[config.mk]
export PLATFORM = sky130hd
export DESIGN_NAME = mult_div_unit
export DESIGN_NICKNAME = d
export VERILOG_FILES = /design/src/rtl/mult_div_unit.sv
export SDC_FILE = /design/constraint.sdc
export NUM_CORES = 1
export LEC_CHECK = 0
export BUFFER_PORTS_ARGS = -buffer_cell sky130_fd_sc_hd__buf_2
export CELL_PAD_IN_SITES_DETAIL_PLACEMENT = 2
export CELL_PAD_IN_SITES_GLOBAL_PLACEMENT = 2
export CORE_ASPECT_RATIO = 1.1
export CORE_MARGIN = 2
export CORE_UTILIZATION = 39
export DETAILED_ROUTE_END_ITERATION = 12
export PLACE_DENSITY_LB_ADDON = 0.2
export SLEW_MARGIN = 0
export SYNTH_ARGS = -nofsm -noshare
export SYNTH_HDL_FRONTEND = slang
export SYNTH_SLANG_ARGS = --single-unit
[constraint.sdc]
create_clock -name i_CLK -period 12.54 [get_ports i_CLK]
set_clock_uncertainty 0.1 [all_clocks]
set_input_delay 0 -clock i_CLK [delete_from_list [all_inputs] [get_ports i_CLK]]
set_output_delay 0 -clock i_CLK [all_outputs]
set_load 0.02 [all_outputs]
[src/rtl/mult_div_unit.sv]
// Iterative multiply/divide unit with Hi/Lo result registers, one result bit per cycle.
// Latency: o_Done pulses WORD_LEN+1 cycles after the cycle i_Start is sampled; back-to-back every WORD_LEN+2 cycles.
// Backpressure: o_Busy high outside IDLE; i_Start/i_MTHI/i_MTLO are ignored while busy (no queueing).
//
// Ports:
//   i_CLK, i_RST                 clock, asynchronous active-high reset
//   i_Start, i_Op                start request and opcode (00 MULTU, 01 MULT, 10 DIVU, 11 DIV)
//   i_Operand_A, i_Operand_B     rs / rt operands, latched when the request is accepted
//   i_MTHI, i_MTLO               direct writes of i_Operand_A into Hi / Lo while idle
//   o_Busy, o_Done               not-idle flag, one-cycle result-valid pulse
//   o_Div_By_Zero                last divide had a zero divisor (cleared on next accepted start)
//   o_Hi, o_Lo                   architectural Hi / Lo registers

module mult_div_unit #(
    parameter int WORD_LEN = 32
) (
    input  logic                i_CLK,
    input  logic                i_RST,
    input  logic                i_Start,
    input  logic [1:0]          i_Op,
    input  logic [WORD_LEN-1:0] i_Operand_A,
    input  logic [WORD_LEN-1:0] i_Operand_B,
    input  logic                i_MTHI,
    input  logic                i_MTLO,
    output logic                o_Busy,
    output logic                o_Done,
    output logic                o_Div_By_Zero,
    output logic [WORD_LEN-1:0] o_Hi,
    output logic [WORD_LEN-1:0] o_Lo
);

    localparam int CNT_W = (WORD_LEN > 1) ? $clog2(WORD_LEN) : 1;
    localparam logic [CNT_W-1:0] LAST_CNT = CNT_W'(WORD_LEN - 1);

    typedef enum logic [1:0] {
        IDLE = 2'd0,
        CALC = 2'd1,
        DONE = 2'd2
    } state_t;

    state_t state, state_nxt;

    logic [CNT_W-1:0]    cnt;
    logic                is_div;
    logic                neg_q;        // negate quotient / product
    logic                neg_r;        // negate remainder (follows dividend sign)
    logic                div_zero;
    logic [WORD_LEN-1:0] dividend_raw; // original dividend, returned in Hi on divide-by-zero
    logic [WORD_LEN-1:0] opb_mag;      // multiplicand / divisor magnitude
    logic [WORD_LEN:0]   acc_hi;       // partial product upper half / running remainder
    logic [WORD_LEN-1:0] acc_lo;       // multiplier bits / dividend bits shifting into quotient

    logic                start_acc;
    logic                last_step;
    logic                a_neg, b_neg;
    logic [WORD_LEN-1:0] a_mag, b_mag;

    logic [WORD_LEN:0]     mul_sum;
    logic [WORD_LEN:0]     div_shift;
    logic [WORD_LEN+1:0]   div_trial;
    logic [WORD_LEN:0]     step_hi;
    logic [WORD_LEN-1:0]   step_lo;
    logic [2*WORD_LEN-1:0] prod_mag;
    logic [2*WORD_LEN-1:0] prod_fix;
    logic [WORD_LEN-1:0]   res_hi;
    logic [WORD_LEN-1:0]   res_lo;

    assign start_acc = (state == IDLE) && i_Start;
    assign last_step = (state == CALC) && (cnt == LAST_CNT);
    assign o_Busy    = (state != IDLE);
    assign o_Done    = (state == DONE);

    // Signed ops work on magnitudes; the most-negative value maps to 2^(WORD_LEN-1),
    // which still fits the unsigned WORD_LEN-bit magnitude.
    assign a_neg = i_Op[0] & i_Operand_A[WORD_LEN-1];
    assign b_neg = i_Op[0] & i_Operand_B[WORD_LEN-1];
    assign a_mag = a_neg ? -i_Operand_A : i_Operand_A;
    assign b_mag = b_neg ? -i_Operand_B : i_Operand_B;

    always_ff @(posedge i_CLK or posedge i_RST) begin
        if (i_RST) begin
            state <= IDLE;
        end else begin
            state <= state_nxt;
        end
    end

    always_comb begin
        state_nxt = state;
        case (state)
            IDLE:    if (i_Start) state_nxt = CALC;
            CALC:    if (cnt == LAST_CNT) state_nxt = DONE;
            DONE:    state_nxt = IDLE;
            default: state_nxt = IDLE;
        endcase
    end

    // One iteration step plus the sign/zero fixup applied on the final step.
    always_comb begin
        mul_sum   = acc_hi + (acc_lo[0] ? {1'b0, opb_mag} : '0);
        div_shift = {acc_hi[WORD_LEN-1:0], acc_lo[WORD_LEN-1]};
        div_trial = {1'b0, div_shift} - {2'b00, opb_mag};
        step_hi   = '0;
        step_lo   = '0;
        res_hi    = '0;
        res_lo    = '0;

        if (is_div) begin
            // Restoring divide: keep the shifted remainder when the trial subtract goes negative.
            step_hi = div_trial[WORD_LEN+1] ? div_shift : div_trial[WORD_LEN:0];
            step_lo = {acc_lo[WORD_LEN-2:0], ~div_trial[WORD_LEN+1]};
        end else begin
            // Shift-add multiply: conditional add, then shift the whole accumulator right.
            step_hi = {1'b0, mul_sum[WORD_LEN:1]};
            step_lo = {mul_sum[0], acc_lo[WORD_LEN-1:1]};
        end

        prod_mag = {step_hi[WORD_LEN-1:0], step_lo};
        prod_fix = neg_q ? -prod_mag : prod_mag;

        if (is_div) begin
            if (div_zero) begin
                res_hi = dividend_raw;
                res_lo = '1;
            end else begin
                res_hi = neg_r ? -step_hi[WORD_LEN-1:0] : step_hi[WORD_LEN-1:0];
                res_lo = neg_q ? -step_lo : step_lo;
            end
        end else begin
            res_hi = prod_fix[2*WORD_LEN-1:WORD_LEN];
            res_lo = prod_fix[WORD_LEN-1:0];
        end
    end

    always_ff @(posedge i_CLK or posedge i_RST) begin
        if (i_RST) begin
            cnt           <= '0;
            is_div        <= 1'b0;
            neg_q         <= 1'b0;
            neg_r         <= 1'b0;
            div_zero      <= 1'b0;
            dividend_raw  <= '0;
            opb_mag       <= '0;
            acc_hi        <= '0;
            acc_lo        <= '0;
            o_Div_By_Zero <= 1'b0;
            o_Hi          <= '0;
            o_Lo          <= '0;
        end else if (start_acc) begin
            // Start wins over same-cycle MTHI/MTLO.
            cnt           <= '0;
            is_div        <= i_Op[1];
            neg_q         <= a_neg ^ b_neg;
            neg_r         <= a_neg;
            div_zero      <= (i_Operand_B == '0);
            dividend_raw  <= i_Operand_A;
            opb_mag       <= b_mag;
            acc_hi        <= '0;
            acc_lo        <= a_mag;
            o_Div_By_Zero <= 1'b0;
        end else if (state == IDLE) begin
            if (i_MTHI) o_Hi <= i_Operand_A;
            if (i_MTLO) o_Lo <= i_Operand_A;
        end else if (state == CALC) begin
            cnt    <= cnt + 1'b1;
            acc_hi <= step_hi;
            acc_lo <= step_lo;
            if (last_step) begin
                o_Hi          <= res_hi;
                o_Lo          <= res_lo;
                o_Div_By_Zero <= is_div & div_zero;
            end
        end
    end

endmodule

== Word level (Yosys, flattened, before mapping) ==
Cells that the tools add are included.

* Memories kept: 0
* Bits in read-only memories: 0
* Bits in latches: 0
* Memory bits (writable): 0
* Register bits after elaboration: 205
* Input bits: 71
* Output and inout port bits: 67

* Mux-type cells: 37
* Bitwise gates (word level): 6
* Equal/unequal tests: 8
* $mul: 0
* Magnitude comparators: 0
* Reduce and logical (&&, ||, !) cells: 14
* Div/mod/pow operators: 0
* Shift operators: 0
* $add $sub $neg: 8

{| class="wikitable"
|+ Operators by type and width
! cell !! number
|-
| two-way mux 32 bit || 21
|-
| two-way mux 33 bit || 5
|-
| negator 32 bit || 4
|-
| two-way mux 64 bit || 1
|-
| negator 64 bit || 1
|-
| subtractor 33 x 32 -> 34 bit || 1
|-
| adder 33 x 32 -> 33 bit || 1
|-
| zero test 32 bit || 1
|-
| two-way mux 5 bit || 3
|-
| nonzero test 2 bit || 5
|-
| != test 2 bit (second input constant) || 4
|-
| AND reduction 4 bit || 2
|-
| adder 5 x 1 -> 5 bit (second input constant) || 1
|-
| equality test 5 bit (second input constant) || 1
|-
| two-way mux 1 bit || 4
|-
| two-way mux 2 bit || 2
|-
| one-hot mux 2 bit (2 select lines) || 1
|-
| AND reduction 2 bit || 2
|-
| bitwise AND 1 bit || 3
|-
| AND reduction 3 bit || 1
|-
| equality test 2 x 1 -> 1 bit (second input constant) || 1
|-
| equality test 2 bit (second input constant) || 1
|-
| logical AND 1 bit || 2
|-
| zero test 2 bit || 1
|-
| 3 further kinds || 4
|}

== Longest topological paths before layout ==
* Depth in word-level cells: 10
* Depth in mapped cells: 22
* Depth with buffers taken out: 18

== Worst setup path before layout ==
No wires, ideal clock.

* Path type: reg2reg
* Start: reg acc_hi[25]
* End: reg o_Hi[28]
* Setup time: 0.126 ns
* Setup slack: 7.938 ns
* Arrival: 4.376 ns
* Period minus slack after synthesis: 4.602 ns
* Required time: 12.314 ns
* Stages on the path, launching flop included: 20
* Buffers on the path: 2
* Path through: dfrtp_1 ha_1 buf_6 a21o_1 a211o_1 a31oi_4 a21boi_4 nand2_2 buf_1 mux2i_1 o21bai_1 ha_1 inv_1 a311oi_2 and3_1 nand3_2 o41ai_2 xor2_1 a21oi_1 a221o_1

* Word-level cells in the longest chain between the ends: 10
* Elaborated cells between the ends (all ways): 15
* Those cells by class: add/sub (4); mux (10); bitwise (1)

{| class="wikitable"
|+ RTL lines
! item !! RTL line !! text
|-
| start, declared || 50 || <nowiki>logic [WORD_LEN:0] acc_hi;</nowiki>
|-
| start signal, assigned || 166 || <nowiki>acc_hi <= step_hi;</nowiki>
|-
| subtractor 33 x 32 -> 34 bit || 102 || <nowiki>div_trial = {1'b0, div_shift} - {2'b00, opb_mag};</nowiki>
|-
| two-way mux 33 bit || 110 || <nowiki>step_hi = div_trial[WORD_LEN+1] ? div_shift : div_trial[WORD_LEN:0];</nowiki>
|-
| two-way mux 33 bit || 108 || <nowiki>if (is_div) begin</nowiki>
|-
| negator 32 bit || 126 || <nowiki>res_hi = neg_r ? -step_hi[WORD_LEN-1:0] : step_hi[WORD_LEN-1:0];</nowiki>
|-
| two-way mux 32 bit || 126 ||
|-
| two-way mux 32 bit || 122 || <nowiki>if (div_zero) begin</nowiki>
|-
| two-way mux 32 bit * || 121 || <nowiki>if (is_div) begin</nowiki>
|-
| two-way mux 32 bit * || 168 || <nowiki>if (last_step) begin</nowiki>
|-
| two-way mux 32 bit * || 164 || <nowiki>end else if (state == CALC) begin</nowiki>
|-
| two-way mux 32 bit * || 161 || <nowiki>end else if (state == IDLE) begin</nowiki>
|-
| end signal, assigned || 162 || <nowiki>if (i_MTHI) o_Hi <= i_Operand_A;</nowiki>
|-
| end signal, assigned || 169 || <nowiki>o_Hi <= res_hi;</nowiki>
|-
| end, declared || 28 || <nowiki>output logic [WORD_LEN-1:0] o_Hi,</nowiki>
|}

Mark *: on every way between the ends. The rest lies on a longest branch, timed or not. The select of a mux whose other input is x is not followed.
A chain may end at the register's enable or synchronous reset.

== Worst setup path after layout ==
* Start: reg acc_lo[0]
* End: reg o_Hi[15]

* Word-level cells in the longest chain between the ends: 10
* Elaborated cells between the ends (all ways): 13
* Those cells by class: add/sub (3); mux (10)

{| class="wikitable"
|+ RTL lines
! item !! RTL line !! text
|-
| start, declared || 51 || <nowiki>logic [WORD_LEN-1:0] acc_lo;</nowiki>
|-
| start signal, assigned || 159 || <nowiki>acc_lo <= a_mag;</nowiki>
|-
| start signal, assigned || 167 || <nowiki>acc_lo <= step_lo;</nowiki>
|-
| two-way mux 32 bit || 100 || <nowiki>mul_sum = acc_hi + (acc_lo[0] ? {1'b0, opb_mag} : '0);</nowiki>
|-
| adder 33 x 32 -> 33 bit || 100 ||
|-
| two-way mux 33 bit || 108 ||
|-
| negator 32 bit || 126 ||
|-
| two-way mux 32 bit || 126 ||
|-
| two-way mux 32 bit || 122 ||
|-
| two-way mux 32 bit * || 121 ||
|-
| two-way mux 32 bit * || 168 ||
|-
| two-way mux 32 bit * || 164 ||
|-
| two-way mux 32 bit * || 161 ||
|}

Marked as above.

==> flow_summary.ini <==
[grt]
grt_max_degree = 108
met3_usage_pct = 4.71
grt_use_met1_pct = 45.8
grt_pass1_vias = 21600
grt-ovfl-total = 0
grt_usage_pct = 37.3
top_usage_layer = met2
use_met2_pct = 63.4
antenna_found_initial = 4
grt_pass1_wl_um = 138000

[floorplanning]
core_mm2 = 0.0453
start_util_pct = 39.3
die_w_um = 208
die_h_um = 228
die_area_mm2 = 0.0474
io_pins = 138
placementRows = 82

[timing]
worst_slew_pin_slew_ps = 1240
maxSlewViolCount = 0
fin_crit_sh_pct = 54.9
finalCriticalPeriod_ps = 6880
hold_violations = 0
setup_violations = 0
fmax_ghz = 0.145
finalSetupTns_ps = 0
maxSlewHeadroom_pct = 17.0
rsz0062_at_grt = no

[synth]
yosys.area_share.adder_pct = 5.15
synth_edf_count = 0
synth_cell_type_count = 97
yosysWarnings = 0
synth_top_family_by_area = compound AO/OA/AOI/OAI gates
synth_xor_area_share_pct = 8.46
synth_fp_nets = 2485
synth_compound_area_share_pct = 27.0
ys_ff_latch = 205
synth_top_flop_cell = dfrtp_1
yosys-mux-area-fraction_pct = 3.25
synthesis.area_mm2 = 0.0178
yosys.area_share.simple_pct = 22.1
synth_cells = 2342
yosysSeqAreaShare_pct = 28.8
syn_avg_cell_area_um2 = 7.60
async_flop_share_pct = 100

[routing]
drt_iter0_drc = 1315
routed_wl_um = 90400
viasPerCell = 6.46
detail-route-antenna-nets = 0
wl_per_cell_um = 29.4
drc = 0
first_pass_iters = 5
vias = 19900

[clock_network]
clk_latency_ps = 580
cts_buffers = 27
clockBufferDepth = 3
clk_pin_slew_worst_paths_ps = 70
htree_levels = 1
cts_tree = done
root_buffer = clkbuf_16
cts_sinks = 205

[placed_design]
port_buffers = 137
hpwl_um = 63100
gp_congestion = 0.937

[setup_path]
required_ps = 12870
critPathArrivalTime_ps = 7210
path_class = reg2reg
cp-end-kind = flop
worstPathMaxFanout = 32
cp-start-kind = flop

[worst_hold_path]
min_path_type = in2reg

[layout]
drive_gt1_share_pct = 10.6
multi_input_area_mm2 = 0.0118
nets = 2604
fill_cells = 5207
synthToLayoutAreaGrowth_pct = 16.0
seq_area_mm2 = 0.00513

[flow_run]
cap_viol_max_count = 0

[run_status]
status = finished clean
## cell type report
class	instances	area share (%)
diodes	3	0.0364
clock buffers	35	3.71
clock inverters	15	1.05
inverters	75	1.40
multi-input cells	1906	57.1
flip-flops and latches	205	24.9
well taps	588	3.56
repair buffers	246	8.31
## worst max-delay path, stage by stage, from the launching register on
cell       delay, ps
dfrtp_1          420
inv_1            900
nor2_1           250
ha_1             370
a21o_1           150
nand4_1          230
a2111oi_0       1030
o21ai_0          230
a21oi_1          280
a31oi_1          250
nor3_1           650
nand4_1          630
o21ai_0          420
xor2_1           120
a22oi_1          570
a21oi_1          150
## cells in the mapped netlist (6+ instances only)
| library cell | n | area, um2 |
|---|---|---|
| a2111oi_0 | 6 | 52.6 |
| a211o_1 | 7 | 61.3 |
| a211oi_1 | 14 | 105 |
| a21o_1 | 33 | 248 |
| a21oi_1 | 144 | 721 |
| a221oi_1 | 9 | 78.8 |
| a31oi_1 | 37 | 231 |
| and2_1 | 19 | 119 |
| and3_1 | 19 | 119 |
| buf_1 | 10 | 37.5 |
| buf_2 | 33 | 165 |
| clkbuf_1 | 112 | 420 |
| dfrtp_1 | 205 | 5130 |
| ha_1 | 70 | 876 |
| inv_1 | 71 | 267 |
| mux2_2 | 6 | 67.6 |
| mux2i_1 | 51 | 510 |
| nand2_1 | 369 | 1390 |
| nand2b_1 | 16 | 100 |
| nand3_1 | 92 | 460 |
| nand4_1 | 33 | 206 |
| nor2_1 | 142 | 533 |
| nor2b_1 | 13 | 81.3 |
| nor3_1 | 54 | 270 |
| nor4_1 | 18 | 113 |
| o2111ai_1 | 8 | 70.1 |
| o211ai_1 | 51 | 383 |
| o21a_1 | 21 | 158 |
| o21ai_0 | 259 | 1300 |
| o21ai_1 | 7 | 35.0 |
| o21bai_1 | 8 | 60.1 |
| o221ai_1 | 6 | 52.6 |
| o22ai_1 | 38 | 238 |
| o31a_1 | 8 | 70.1 |
| o31ai_1 | 35 | 263 |
| o41ai_1 | 12 | 105 |
| or2_2 | 8 | 50.1 |
| or3_1 | 29 | 181 |
| xnor2_1 | 95 | 832 |
| xor2_1 | 77 | 674 |
## layout by cell type (no fill, tap or decap), types with 14 or more instances in the layout
cell             n
o21ai_0        259
nand2_1        368
inv_1           69
nor4_1          18
xnor2_1         95
nand2b_1        15
and2_1          18
and3_1          19
nor3_1          54
buf_4           24
a31oi_1         37
dfrtp_1        204
or3_1           29
ha_1            70
clkbuf_16       27
o211ai_1        51
nor2_1         141
nand3_1         92
mux2i_1         51
o22ai_1         38
nand4_1         33
o31ai_1         35
a21oi_1        143
a21o_1          32
dlygate4sd3_1   85
o21a_1          21
a211oi_1        14
xor2_1          77
buf_2          137
## registers in the layout, summed over array words and instances, names as in the netlist
register and flops:
opb_mag 32, is_div 1, acc_lo 32, div_zero 1
cnt 5, neg_q 1, dividend_raw 32, o_Div_By_Zero 1
neg_r 1, state 2, acc_hi 33, o_Hi 32
o_Lo 32
## path summary, 6_finish.rpt
path | from | to | slack (ps) | cells past startpoint
hold / removal | i_MTHI | o_Hi[3]$_DFFE_PP0P_ | 120 | 5
max in group asynchronous | i_RST | opb_mag[22]$_DFFE_PP0P_ | 10120 | 5
hold reg to reg | o_Lo[20]$_DFFE_PP0P_ | o_Lo[20]$_DFFE_PP0P_ | 390 | 2
setup reg to reg | acc_lo[0]$_DFFE_PP0P_ | o_Hi[15]$_DFFE_PP0P_ | 5660 | 15
setup / recovery | acc_lo[0]$_DFFE_PP0P_ | o_Hi[15]$_DFFE_PP0P_ | 5660 | 15
min in group asynchronous | i_RST | dividend_raw[15]$_DFFE_PP0P_ | 560 | 4
## per-layer routing
| metal | routed length (um) | vias up | share of wire [%] |
|---|---|---|---|
| met1 | 36700 | 10200 | 41 |
| li1 | - | 8696 | - |
| met5 | 13 | - | 0.014 |
| met3 | 4740 | 231 | 5.2 |
| met4 | 5770 | 2 | 6.4 |
| met2 | 43200 | 733 | 48 |
## through the flow
stage	cell area [um2]	cells	setup WS (ps)	hold slack [ps]	util, %
floorplan	17800	2342	6840	-3.34	-
global placement	18800	2935	6130	41.1	41.5
detailed placement	18800	2935	5900	52.4	41.5
CTS	20600	3070	5750	68.6	45.5
global route	20600	3072	5170	122	45.5
finish	20600	3073	5660	117	45.5
## what timing repair did
item | 4_1_cts | 5_1_grt
resized for setup | 0 | 0
hold endpoints to repair | 250 | 0
hold buffers | 85 | 0
setup buffers | 0 | 0
## logic make-up (layout without fill, tap and decap cells)
group / Yosys count / in the layout
flip-flops: 205 / 205
adder cells (fa/ha/maj): 72 / 72
AO/OA/AOI/OAI: 757 / 757
XOR/XNOR: 172 / 172
other: 0 / 3
multiplexers: 57 / 57
AND/OR/NAND/NOR: 848 / 848
buffers and inverters: 231 / 371
Power is left out: the tool's default activity adds up to more than one toggle a clock period on the data nets, which glitch-free logic cannot reach.
